**src/rtl/hmac_drbg_ctrl.sv**
```systemverilog
// hmac_drbg_ctrl -- sequencing controller for an HMAC-384 DRBG (RFC 6979 style nonce generation).
//
// Drives a K/V datapath through the instantiate/generate steps:
//   LOAD -> K1 -> V1 -> K2 -> V2 -> T [-> CHCK -> (K3 -> V3 -> T)*] -> DONE
// KEYGEN runs finish after the first T. SIGN runs range-check T (0 < T < n) and reseed on failure.
//
// Ports:
//   clk          rising-edge clock
//   reset_n      synchronous active-low reset
//   init         start pulse, honoured only while ready=1
//   keygen_sign  mode captured with init (0 = KEYGEN, 1 = SIGN)
//   ready        idle / done, accepts init
//   drbg_load    one-cycle pulse: datapath loads K = 0x00.., V = 0x01..
//   seed_sel     captured mode: 0 = seed material, 1 = privKey||hash
//   hmac_start   one-cycle start pulse to the HMAC core
//   hmac_op      datapath operation, valid from start until the done cycle
//   hmac_done    one-cycle completion pulse from the HMAC core
//   range_ok     datapath range compare, sampled in CHCK
//   nonce_valid  nonce register holds a final result
//   error        SIGN retry limit exceeded
//
// Configuration:
//   HMAC_DRBG_RETRY_LIMIT_EN  when defined, SIGN reseeds are bounded by RETRY_LIMIT and an
//                             overrun ends the run with error=1. Otherwise retries are unbounded
//                             and error is tied low.

module hmac_drbg_ctrl #(
  parameter int unsigned RETRY_LIMIT = 8
) (
  input  logic       clk,
  input  logic       reset_n,
  input  logic       init,
  input  logic       keygen_sign,
  output logic       ready,
  output logic       drbg_load,
  output logic       seed_sel,
  output logic       hmac_start,
  output logic [2:0] hmac_op,
  input  logic       hmac_done,
  input  logic       range_ok,
  output logic       nonce_valid,
  output logic       error
);

  if (RETRY_LIMIT < 1 || RETRY_LIMIT > 15) begin : g_bad_retry_limit
    $error("hmac_drbg_ctrl: RETRY_LIMIT must be in 1..15");
  end

  typedef enum logic [3:0] {
    StIdle, StLoad, StK1, StV1, StK2, StV2, StT, StChck, StK3, StV3, StDone
  } state_e;

  localparam logic [2:0] OpNone    = 3'd0;
  localparam logic [2:0] OpKUpd0   = 3'd1;
  localparam logic [2:0] OpVUpd    = 3'd2;
  localparam logic [2:0] OpKUpd1   = 3'd3;
  localparam logic [2:0] OpTGen    = 3'd4;
  localparam logic [2:0] OpKReseed = 3'd5;

  state_e state_q;

  // hmac_start is high only in the first cycle of an HMAC state, so a done seen while it is
  // high belongs to that start cycle and is discarded.
  logic op_done;
  assign op_done = hmac_done & ~hmac_start;

`ifdef HMAC_DRBG_RETRY_LIMIT_EN
  localparam logic [3:0] RetryLimit = 4'(RETRY_LIMIT);
  logic [3:0] retry_q;
  logic       error_q;
  assign error = error_q;
`else
  assign error = 1'b0;
`endif

  always_ff @(posedge clk) begin
    if (!reset_n) begin
      state_q     <= StIdle;
      ready       <= 1'b1;
      drbg_load   <= 1'b0;
      hmac_start  <= 1'b0;
      hmac_op     <= OpNone;
      seed_sel    <= 1'b0;
      nonce_valid <= 1'b0;
`ifdef HMAC_DRBG_RETRY_LIMIT_EN
      retry_q     <= 4'd0;
      error_q     <= 1'b0;
`endif
    end else begin
      // Pulses default low; each transition below re-asserts what it needs.
      drbg_load  <= 1'b0;
      hmac_start <= 1'b0;
      unique case (state_q)
        StIdle, StDone: begin
          if (init) begin
            state_q     <= StLoad;
            ready       <= 1'b0;
            drbg_load   <= 1'b1;
            seed_sel    <= keygen_sign;
            nonce_valid <= 1'b0;
`ifdef HMAC_DRBG_RETRY_LIMIT_EN
            retry_q     <= 4'd0;
            error_q     <= 1'b0;
`endif
          end
        end
        StLoad: begin
          state_q    <= StK1;
          hmac_start <= 1'b1;
          hmac_op    <= OpKUpd0;
        end
        StK1: begin
          if (op_done) begin
            state_q    <= StV1;
            hmac_start <= 1'b1;
            hmac_op    <= OpVUpd;
          end
        end
        StV1: begin
          if (op_done) begin
            state_q    <= StK2;
            hmac_start <= 1'b1;
            hmac_op    <= OpKUpd1;
          end
        end
        StK2: begin
          if (op_done) begin
            state_q    <= StV2;
            hmac_start <= 1'b1;
            hmac_op    <= OpVUpd;
          end
        end
        StV2: begin
          if (op_done) begin
            state_q    <= StT;
            hmac_start <= 1'b1;
            hmac_op    <= OpTGen;
          end
        end
        StT: begin
          if (op_done) begin
            hmac_op <= OpNone;
            if (seed_sel) begin
              state_q <= StChck;
            end else begin
              state_q     <= StDone;
              ready       <= 1'b1;
              nonce_valid <= 1'b1;
            end
          end
        end
        StChck: begin
          if (range_ok) begin
            state_q     <= StDone;
            ready       <= 1'b1;
            nonce_valid <= 1'b1;
          end else begin
`ifdef HMAC_DRBG_RETRY_LIMIT_EN
            if (retry_q == RetryLimit) begin
              state_q <= StDone;
              ready   <= 1'b1;
              error_q <= 1'b1;
            end else begin
              retry_q    <= retry_q + 4'd1;
              state_q    <= StK3;
              hmac_start <= 1'b1;
              hmac_op    <= OpKReseed;
            end
`else
            state_q    <= StK3;
            hmac_start <= 1'b1;
            hmac_op    <= OpKReseed;
`endif
          end
        end
        StK3: begin
          if (op_done) begin
            state_q    <= StV3;
            hmac_start <= 1'b1;
            hmac_op    <= OpVUpd;
          end
        end
        StV3: begin
          if (op_done) begin
            state_q    <= StT;
            hmac_start <= 1'b1;
            hmac_op    <= OpTGen;
          end
        end
        default: begin
          state_q <= StIdle;
          ready   <= 1'b1;
          hmac_op <= OpNone;
        end
      endcase
    end
  end

endmodule

```
**config.mk**
```make
export PLATFORM = sky130hd
export DESIGN_NAME = hmac_drbg_ctrl
export DESIGN_NICKNAME = d
export VERILOG_FILES = /design/src/rtl/hmac_drbg_ctrl.sv
export SDC_FILE = /design/constraint.sdc
export NUM_CORES = 1
export LEC_CHECK = 0
export BUFFER_PORTS_ARGS = -buffer_cell sky130_fd_sc_hd__buf_2
export CAP_MARGIN = 20
export CORE_ASPECT_RATIO = 1.25
export CORE_MARGIN = 2
export CORE_UTILIZATION = 45
export CTS_CLUSTER_DIAMETER = 30
export DETAILED_ROUTE_END_ITERATION = 7
export GPL_TIMING_DRIVEN = 0
export PLACE_DENSITY = 0.77
export SYNTH_ARGS = -nofsm -noshare
export SYNTH_HDL_FRONTEND = slang
export SYNTH_SLANG_ARGS = --single-unit
```
**constraint.sdc**
```tcl
create_clock -name clk -period 2 [get_ports clk]
set_clock_uncertainty 0.1 [all_clocks]
set_input_delay 0.3 -clock clk [delete_from_list [all_inputs] [get_ports clk]]
set_output_delay 0.3 -clock clk [all_outputs]
set_load 0.05 [all_outputs]
```
==> out/results.md, run 1 <==
| Metric | This run | Unit |
|:---|:---|:---|
| Synth cell types | 42 | - |
| Final RePlAce weighted congestion | 0.865 | - |
| CP peak stage delay | 0.38 | ns |
| Cell repeated most along the worst path | buf_6 | - |
| Resize count post-CTS | 0 | - |
| Worst-case reg-to-reg path depth | 6 | - |
| Ports | 15 | - |
| Leading cell types by total area after synthesis | dfxtp_1 29%, buf_6 5.5%, o21ai_0 4.3%, mux2i_1 3.7%, a32oi_1 3.2% | - |
| Setup TNS after final layout | 0 | ns |
| Via count of the first global-routing pass | 680 | - |
| Number of cell rows | 17 | - |
| Portion of the clock cycle consumed by the worst path in the final layout | 82.9 | % |
| Synthesis-to-layout area growth | 15.3 | % |
| Post-CTS Hold Fix Bufs | 0 | - |
| Total of buffers placed on input and output ports | 13 | - |
| Clock Path Buffers | 2 | - |
| Horizontal die dimension | 42.1 | um |
| Hold depth | 3 | - |
| Critical Path Source Type | flop | - |
| Leakage Power | 0.409 | nW |
| Final count of pins violating max slew | 0 | - |
| Number of violations reported at the end of detailed-routing iteration 0 | 33 | - |
| Post-Syn Instances | 100 | - |
| Vias post-DR | 798 | - |
| Number of flops mapped to enable cells by yosys | 0 | - |
| Diode count | 0 | - |
| Floorplan core area | 1740 | sq um |
| Critical Path Slowest Stage Cell | or3_1 | - |
| Worst hold path class | in -> reg | - |
| Number of fill cells in the layout | 165 | - |
| Max Cap Violations | 0 | - |
| RSZ-0062 raised after global routing | false | - |
| Count of endpoints failing setup in the final report | 0 | - |
| Clock period minus worst slack | 1.66 | ns |
| Number of nets with antenna violations after detailed routing | 0 | - |
| Critical path cell sequence | buf_6 > xor2_2 > or3_1 > buf_6 > o2111a_1 > o21a_1 | - |
| Full die area | 2180 | sq um |
| Total congestion overflow after global routing | 0 | - |
| Reg-to-reg setup timing slack | 0.34 | ns |
| Highest attainable clock frequency | 603 | MHz |
| Number of antenna violations at the first check in global routing | 0 | - |
| Via count normalized by instance count | 5.87 | - |
| Largest net degree at the start of global routing | 11 | - |
| Global-route wire length before repair | 3030 | um |
| Power per standard cell area | 1730 | nW/um^2 |
| Routed length per placed instance | 13.5 | um |
| Mean instance size in the synthesized netlist | 8.18 | sq um |
| Starting density of the core | 46.9 | % |
| Share of the synthesized area in the top cell type | 29.4 | % |
| Overall die height | 51.7 | um |
| Cell family contributing the most delay on the critical path | simple AND/OR/NAND/NOR gates | - |
| Worst Hold Path EP | seed_sel$_SDFFE_PN0P_ | - |
| TritonRoute pass-1 iters | 4 | - |
| Largest fanout on the critical path | 8 | - |
| Sinks on Clock Net | 12 | - |
| Clk pin slew, worst setup/hold paths | 0.08 | ns |
| Worst Setup Path Type | reg -> reg | - |
| Area of the mapped netlist | 818 | sq um |
| Clock network latency to the later pin of the worst-skew pair | 0.28 | ns |
| Post-synth ARST share | 0 | % |
| CTS tree | done | - |
| Worst VDD drop | 0.000569 | V |
| Buffer and inverter count on the worst path | 2 | - |
| Top cell type by total area after synthesis | dfxtp_1 | - |
| HP Start | keygen_sign | - |
| Number of warnings printed during yosys synthesis | 0 | - |
| Total global routing track utilization | 18.7 | % |
| Layout net count | 124 | - |
| Capture point of the worst reg-to-reg path | state_q[1]$_SDFFE_PN0P_ | - |
| Critical path data required time | 2.08 | ns |
| Reg2reg start | state_q[3]$_SDFFE_PN0P_ | - |
| Top_reg_cell synth | dfxtp_1 | - |
| Hold violation total from the final report | 0 | - |
| Post-CTS repair timing setup buffer count | 0 | - |
| Clock root buffer master | clkbuf_4 | - |
| Share of synthesized area occupied by flip-flops and latches | 29.4 | % |
| Post-route DRC violation count | 0 | - |
| Inserted Clock Buffers | 3 | - |
| #FFs+latches synth | 12 | - |
| Total power after layout | 1.63 | mW |
| Net count after synthesis | 106 | - |
| Result of the run | finished clean | - |
| WP data arrival | 1.74 | ns |
| Critical Path End Type | flop | - |
| Final routed wirelength across all metal layers | 1840 | um |
| Share of layout cells above drive strength 1 | 23.1 | % |
| H-tree lvl count | 1 | - |
| Estimated wirelength of the detail-placed design | 1350 | um |
==> flip-flops by register name (all words and copies together) (netlist names) <==
register     cells
state_q          4
drbg_load        1
hmac_start       1
seed_sel         1
hmac_op          3
ready            1
nonce_valid      1
==> kinds of logic after synthesis <==
kind of cell | synth area share (%)
simple gates | 23.1
compound gates | 26.5
buf+inv | 11.6
flops | 29.4
xor+xnor | 4.13
mux | 3.67
fa+ha+maj | 1.22
other cells | 0.458
==> cell type report <==
| class | count | area, sq um | area share (%) |
|---|---|---|---|
| Timing Repair Buffer | 13 | 65.1 | 6.90 |
| Inverter | 6 | 22.5 | 2.39 |
| Buffer | 9 | 72.6 | 7.69 |
| Clock buffer | 4 | 36.3 | 3.85 |
| Sequential cell | 12 | 240 | 25.5 |
| Multi-Input combinational cell | 73 | 483 | 51.2 |
| Tap cell | 19 | 23.8 | 2.52 |
==> worst max path at each step <==
stage / slack [ns] / from / endpoint / cells after the start
floorplan: 0.39 / hmac_start$_SDFF_PN0_ / state_q[1]$_SDFFE_PN0P_ / 4
global placement: 0.38 / state_q[3]$_SDFFE_PN0P_ / state_q[1]$_SDFFE_PN0P_ / 6
detailed placement: 0.35 / state_q[3]$_SDFFE_PN0P_ / state_q[1]$_SDFFE_PN0P_ / 6
CTS: 0.34 / state_q[3]$_SDFFE_PN0P_ / state_q[1]$_SDFFE_PN0P_ / 6
global route: 0.21 / state_q[1]$_SDFFE_PN0P_ / state_q[0]$_SDFFE_PN0P_ / 4
finish: 0.34 / state_q[3]$_SDFFE_PN0P_ / state_q[1]$_SDFFE_PN0P_ / 6
==> layer usage <==
| metal | share of wire [%] | track usage [%] | up-vias |
|---|---|---|---|
| met4 | 4.1 | 12.0 | 0 |
| met1 | 45 | 21.7 | 371 |
| li1 | - | - | 398 |
| met3 | 3.9 | 4.51 | 8 |
| met2 | 47 | 30.7 | 21 |
| met5 | 0 | 0 | - |
==> report_power, final <==
group          internal (mW)  total [mW]  switching, mW  leakage, nW
registers              0.317       0.367         0.0501       0.0984
clock network          0.111       0.204         0.0929       0.0210
logic                  0.416        1.06          0.641        0.290
==> layout by cell type, fill, tap and decap left out, types with 2 or more instances in the layout <==
cell       n
nor2_1     6
dfxtp_1   12
or3_1      2
buf_4      2
buf_2     14
nand2_1    6
inv_1      6
nand3_1    3
buf_6      4
and3_1     2
a21oi_1    4
o21ai_0    7
nand2b_1   2
a21boi_0   2
clkbuf_4   3
clkbuf_1   2
a311oi_1   2
nand4_1    2
nor2b_1    4
mux2i_1    3
a32oi_1    3
o211ai_1   3
nor3_1     2
==> metrics by stage <==
step | instances | instance area (sq um) | worst slack, ns | hold slack [ns] | util (%)
6_report | 136 | 943 | 0.341 | 0.155 | 54.1
5_1_grt | 136 | 943 | 0.206 | 0.206 | 54.1
4_1_cts | 136 | 943 | 0.339 | 0.157 | 54.1
3_5_place_dp | 132 | 907 | 0.351 | 0.349 | 52.0
3_3_place_gp | 132 | 907 | 0.381 | 0.342 | 52.0
2_1_floorplan | 100 | 818 | 0.395 | 0.311 | -
==> worst min-delay path, stage by stage <==
cell	delay, ns
buf_2	0.07
mux2i_1	0.05
nor2_1	0.08
==> cells in the mapped netlist, types with 2 or more instances <==
| cell type | n |
|---|---|
| nor3_1 | 2 |
| nand3_1 | 3 |
| nand2_1 | 6 |
| inv_1 | 6 |
| or3_1 | 2 |
| nand2b_1 | 2 |
| a32oi_1 | 3 |
| nor2_1 | 6 |
| a21boi_0 | 2 |
| buf_6 | 4 |
| mux2i_1 | 3 |
| clkbuf_1 | 2 |
| nand4_1 | 2 |
| o21ai_0 | 7 |
| nor2b_1 | 4 |
| o211ai_1 | 3 |
| a311oi_1 | 2 |
| buf_4 | 2 |
| dfxtp_1 | 12 |
| a21oi_1 | 4 |
| and3_1 | 2 |
(Power assumes the default switching activity.)
==> inputs of run 2 (changes only) <==
--- a/config.mk
+++ b/config.mk
@@ -13,7 +13,7 @@
 export CTS_CLUSTER_DIAMETER = 30
 export DETAILED_ROUTE_END_ITERATION = 7
 export GPL_TIMING_DRIVEN = 0
-export PLACE_DENSITY = 0.77
+export PLACE_DENSITY = 0.79
 export SYNTH_ARGS = -nofsm -noshare
 export SYNTH_HDL_FRONTEND = slang
 export SYNTH_SLANG_ARGS = --single-unit
==> constraint.sdc (replaced) <==
create_clock -name clk -period 1.46 [get_ports clk]
set_clock_uncertainty 0.1 [all_clocks]
set_input_delay 0.219 -clock clk [delete_from_list [all_inputs] [get_ports clk]]
set_output_delay 0.219 -clock clk [all_outputs]
set_load 0.05 [all_outputs]
==> out/results.md, run 2 (same netlist as run 1, synthesis figures left out) <==
| Metric | This run | Unit | vs previous |
|:---|:---|:---|:---|
| Violated checks | setup timing | - |  |
| Number of fill cells in the layout | 158 | - | -4.2% |
| Global-route wire length before repair | 3170 | um | +4.6% |
| Total of buffers placed on input and output ports | 13 | - | unchanged |
| Clock period minus worst slack | 1.57 | ns | -0.0904 ns |
| Inserted Clock Buffers | 3 | - | unchanged |
| Final RePlAce weighted congestion | 0.863 | - | -0.25% |
| CTS tree | done | - |  |
| Starting density of the core | 46.9 | % | unchanged |
| Number of antenna violations at the first check in global routing | 0 | - | unchanged |
| Register ranked first by flip-flop count | state_q | - |  |
| Sinks on Clock Net | 12 | - | unchanged |
| Hold violation total from the final report | 0 | - | unchanged |
| Diode count | 0 | - | unchanged |
| Area used by multi-input combinational logic | 553 | sq um | +15% |
| Worst hold path class | in -> reg | - |  |
| Clock Path Buffers | 2 | - | unchanged |
| Worst VDD drop | 0.00120 | V | +110% |
| Final count of pins violating max slew | 0 | - | unchanged |
| Estimated wirelength of the detail-placed design | 1350 | um | -0.11% |
| Max reg flops | 4 | - | unchanged |
| Post-route DRC violation count | 0 | - | unchanged |
| Floorplan core area | 1740 | sq um | unchanged |
| Largest fanout on the critical path | 8 | - | unchanged |
| Number of violations reported at the end of detailed-routing iteration 0 | 35 | - | +6.1% |
| Clk pin slew, worst setup/hold paths | 0.08 | ns | about the same |
| Portion of the clock cycle consumed by the worst path in the final layout | 107 | % | +24 points |
| Finished Core Util | 61.6 | % | +7.5 points |
| Commonest non-fill, non-tap cells in the layout | 14 x buf_2, 8 x buf_4, 7 x dfxtp_1 | - |  |
| Worst Setup Path Type | reg -> reg | - |  |
| Leakage Power | 0.463 | nW | +13% |
| Overall die height | 51.7 | um | unchanged |
| Critical path data required time | 1.54 | ns | -0.54 ns |
| Post-CTS Hold Fix Bufs | 0 | - | unchanged |
| Number of nets with antenna violations after detailed routing | 0 | - | unchanged |
| Number of cell rows | 17 | - | unchanged |
| Via count normalized by instance count | 5.96 | - | +1.7% |
| Total global routing track utilization | 19.0 | % | +0.34 points |
| Horizontal die dimension | 42.1 | um | unchanged |
| Count of endpoints failing setup in the final report | 7 | - | +7 |
| Largest regs | state_q: 4 flops, hmac_op: 3 flops | - |  |
| Via count of the first global-routing pass | 729 | - | +7.2% |
| Largest net degree at the start of global routing | 11 | - | unchanged |
| Total congestion overflow after global routing | 0 | - | unchanged |
| Most common cell after layout, fill and taps aside | buf_2 | - |  |
| Clock root buffer master | clkbuf_4 | - |  |
| Placed instance area | 925 | sq um | +1.9% |
| Result of the run | finished, violations left | - |  |
| Final-layout worst hold slack | 0.0811 | ns | -0.0741 ns |
| Minimum setup slack in the final design | -0.108 | ns | -0.450 ns |
| Layout net count | 129 | - | +4.0% |
| Final routed wirelength across all metal layers | 2100 | um | +14% |
| TritonRoute pass-1 iters | 4 | - | unchanged |
| RSZ-0062 raised after global routing | true | - |  |
| Share of layout cells above drive strength 1 | 40.2 | % | +17 points |
| Max Cap Violations | 0 | - | unchanged |
| H-tree lvl count | 1 | - | unchanged |
| Ports | 15 | - | unchanged |
| Full die area | 2180 | sq um | unchanged |
| Setup TNS after final layout | -0.390 | ns | -0.390 ns |
| Routed length per placed instance | 14.9 | um | +10% |
| Critical Path Source Type | flop | - |  |
| Area used by sequential logic in the layout | 259 | sq um | +7.8% |
| Power per standard cell area | 2400 | nW/um^2 | +39% |
| Finished Cell Area | 1070 | sq um | +14% |
| Vias post-DR | 841 | - | +5.4% |
| Critical Path End Type | flop | - |  |
| Synthesis-to-layout area growth | 31.3 | % |  |
| Highest attainable clock frequency | 638 | MHz | +5.8% |
| Clock network latency to the later pin of the worst-skew pair | 0.28 | ns | about the same |
| WP data arrival | 1.65 | ns | -0.09 ns |
-- run 2: routing by layer --
metal	vias to the layer above	track usage [%]	wire (um)
met5	-	0	0
met4	0	10.4	59
met3	8	3.13	114
met2	32	33.9	1050
met1	395	21.6	875
li1	406	-	-
-- run 2: critical path: stages, from the launching register on --
cell      delay, ns
dfxtp_4        0.40
xor2_4         0.21
or3_4          0.44
o2111a_1       0.15
o21a_1         0.16
-- run 2: stage by stage --
step | cells | total power [mW] | setup WS [ns]
floorplan | 100 | 1.72 | -0.0929
global placement | 132 | 1.95 | -0.138
detailed placement | 132 | 1.98 | -0.197
CTS | 138 | 2.37 | -0.137
global route | 141 | 2.73 | -0.141
finish | 141 | 2.58 | -0.108
-- run 2: what timing repair did --
item / in CTS / in global routing
resized for setup: 12 / 17
gates cloned: 0 / 0
setup endpoints to repair: 8 / 10
setup buffers: 4 / 4
pin swaps: 8 / 16
-- run 2: cell type report --
class	instances	area share, %
plain buffers	6	4.42
clock buffers	4	3.38
flip-flops and latches	12	24.1
repair buffers	21	12.3
inverters	6	2.10
well taps	19	2.21
multi-input cells	73	51.5
-- run 2: path summary, 6_finish.rpt --
kind | start | to | slack [ns] | cells past startpoint
worst max-delay path | state_q[3]$_SDFFE_PN0P_ | state_q[1]$_SDFFE_PN0P_ | -0.11 | 4
worst min-delay path | keygen_sign | seed_sel$_SDFFE_PN0P_ | 0.08 | 3
worst max register to register | state_q[3]$_SDFFE_PN0P_ | state_q[1]$_SDFFE_PN0P_ | -0.11 | 4
worst min register to register | hmac_op[2]$_SDFFE_PN0P_ | hmac_op[2]$_SDFFE_PN0P_ | 0.36 | 2
-- run 2: where the power goes --
group / internal, mW / switching, mW
registers: 0.464 / 0.121
logic: 0.754 / 0.968
clock network: 0.152 / 0.122
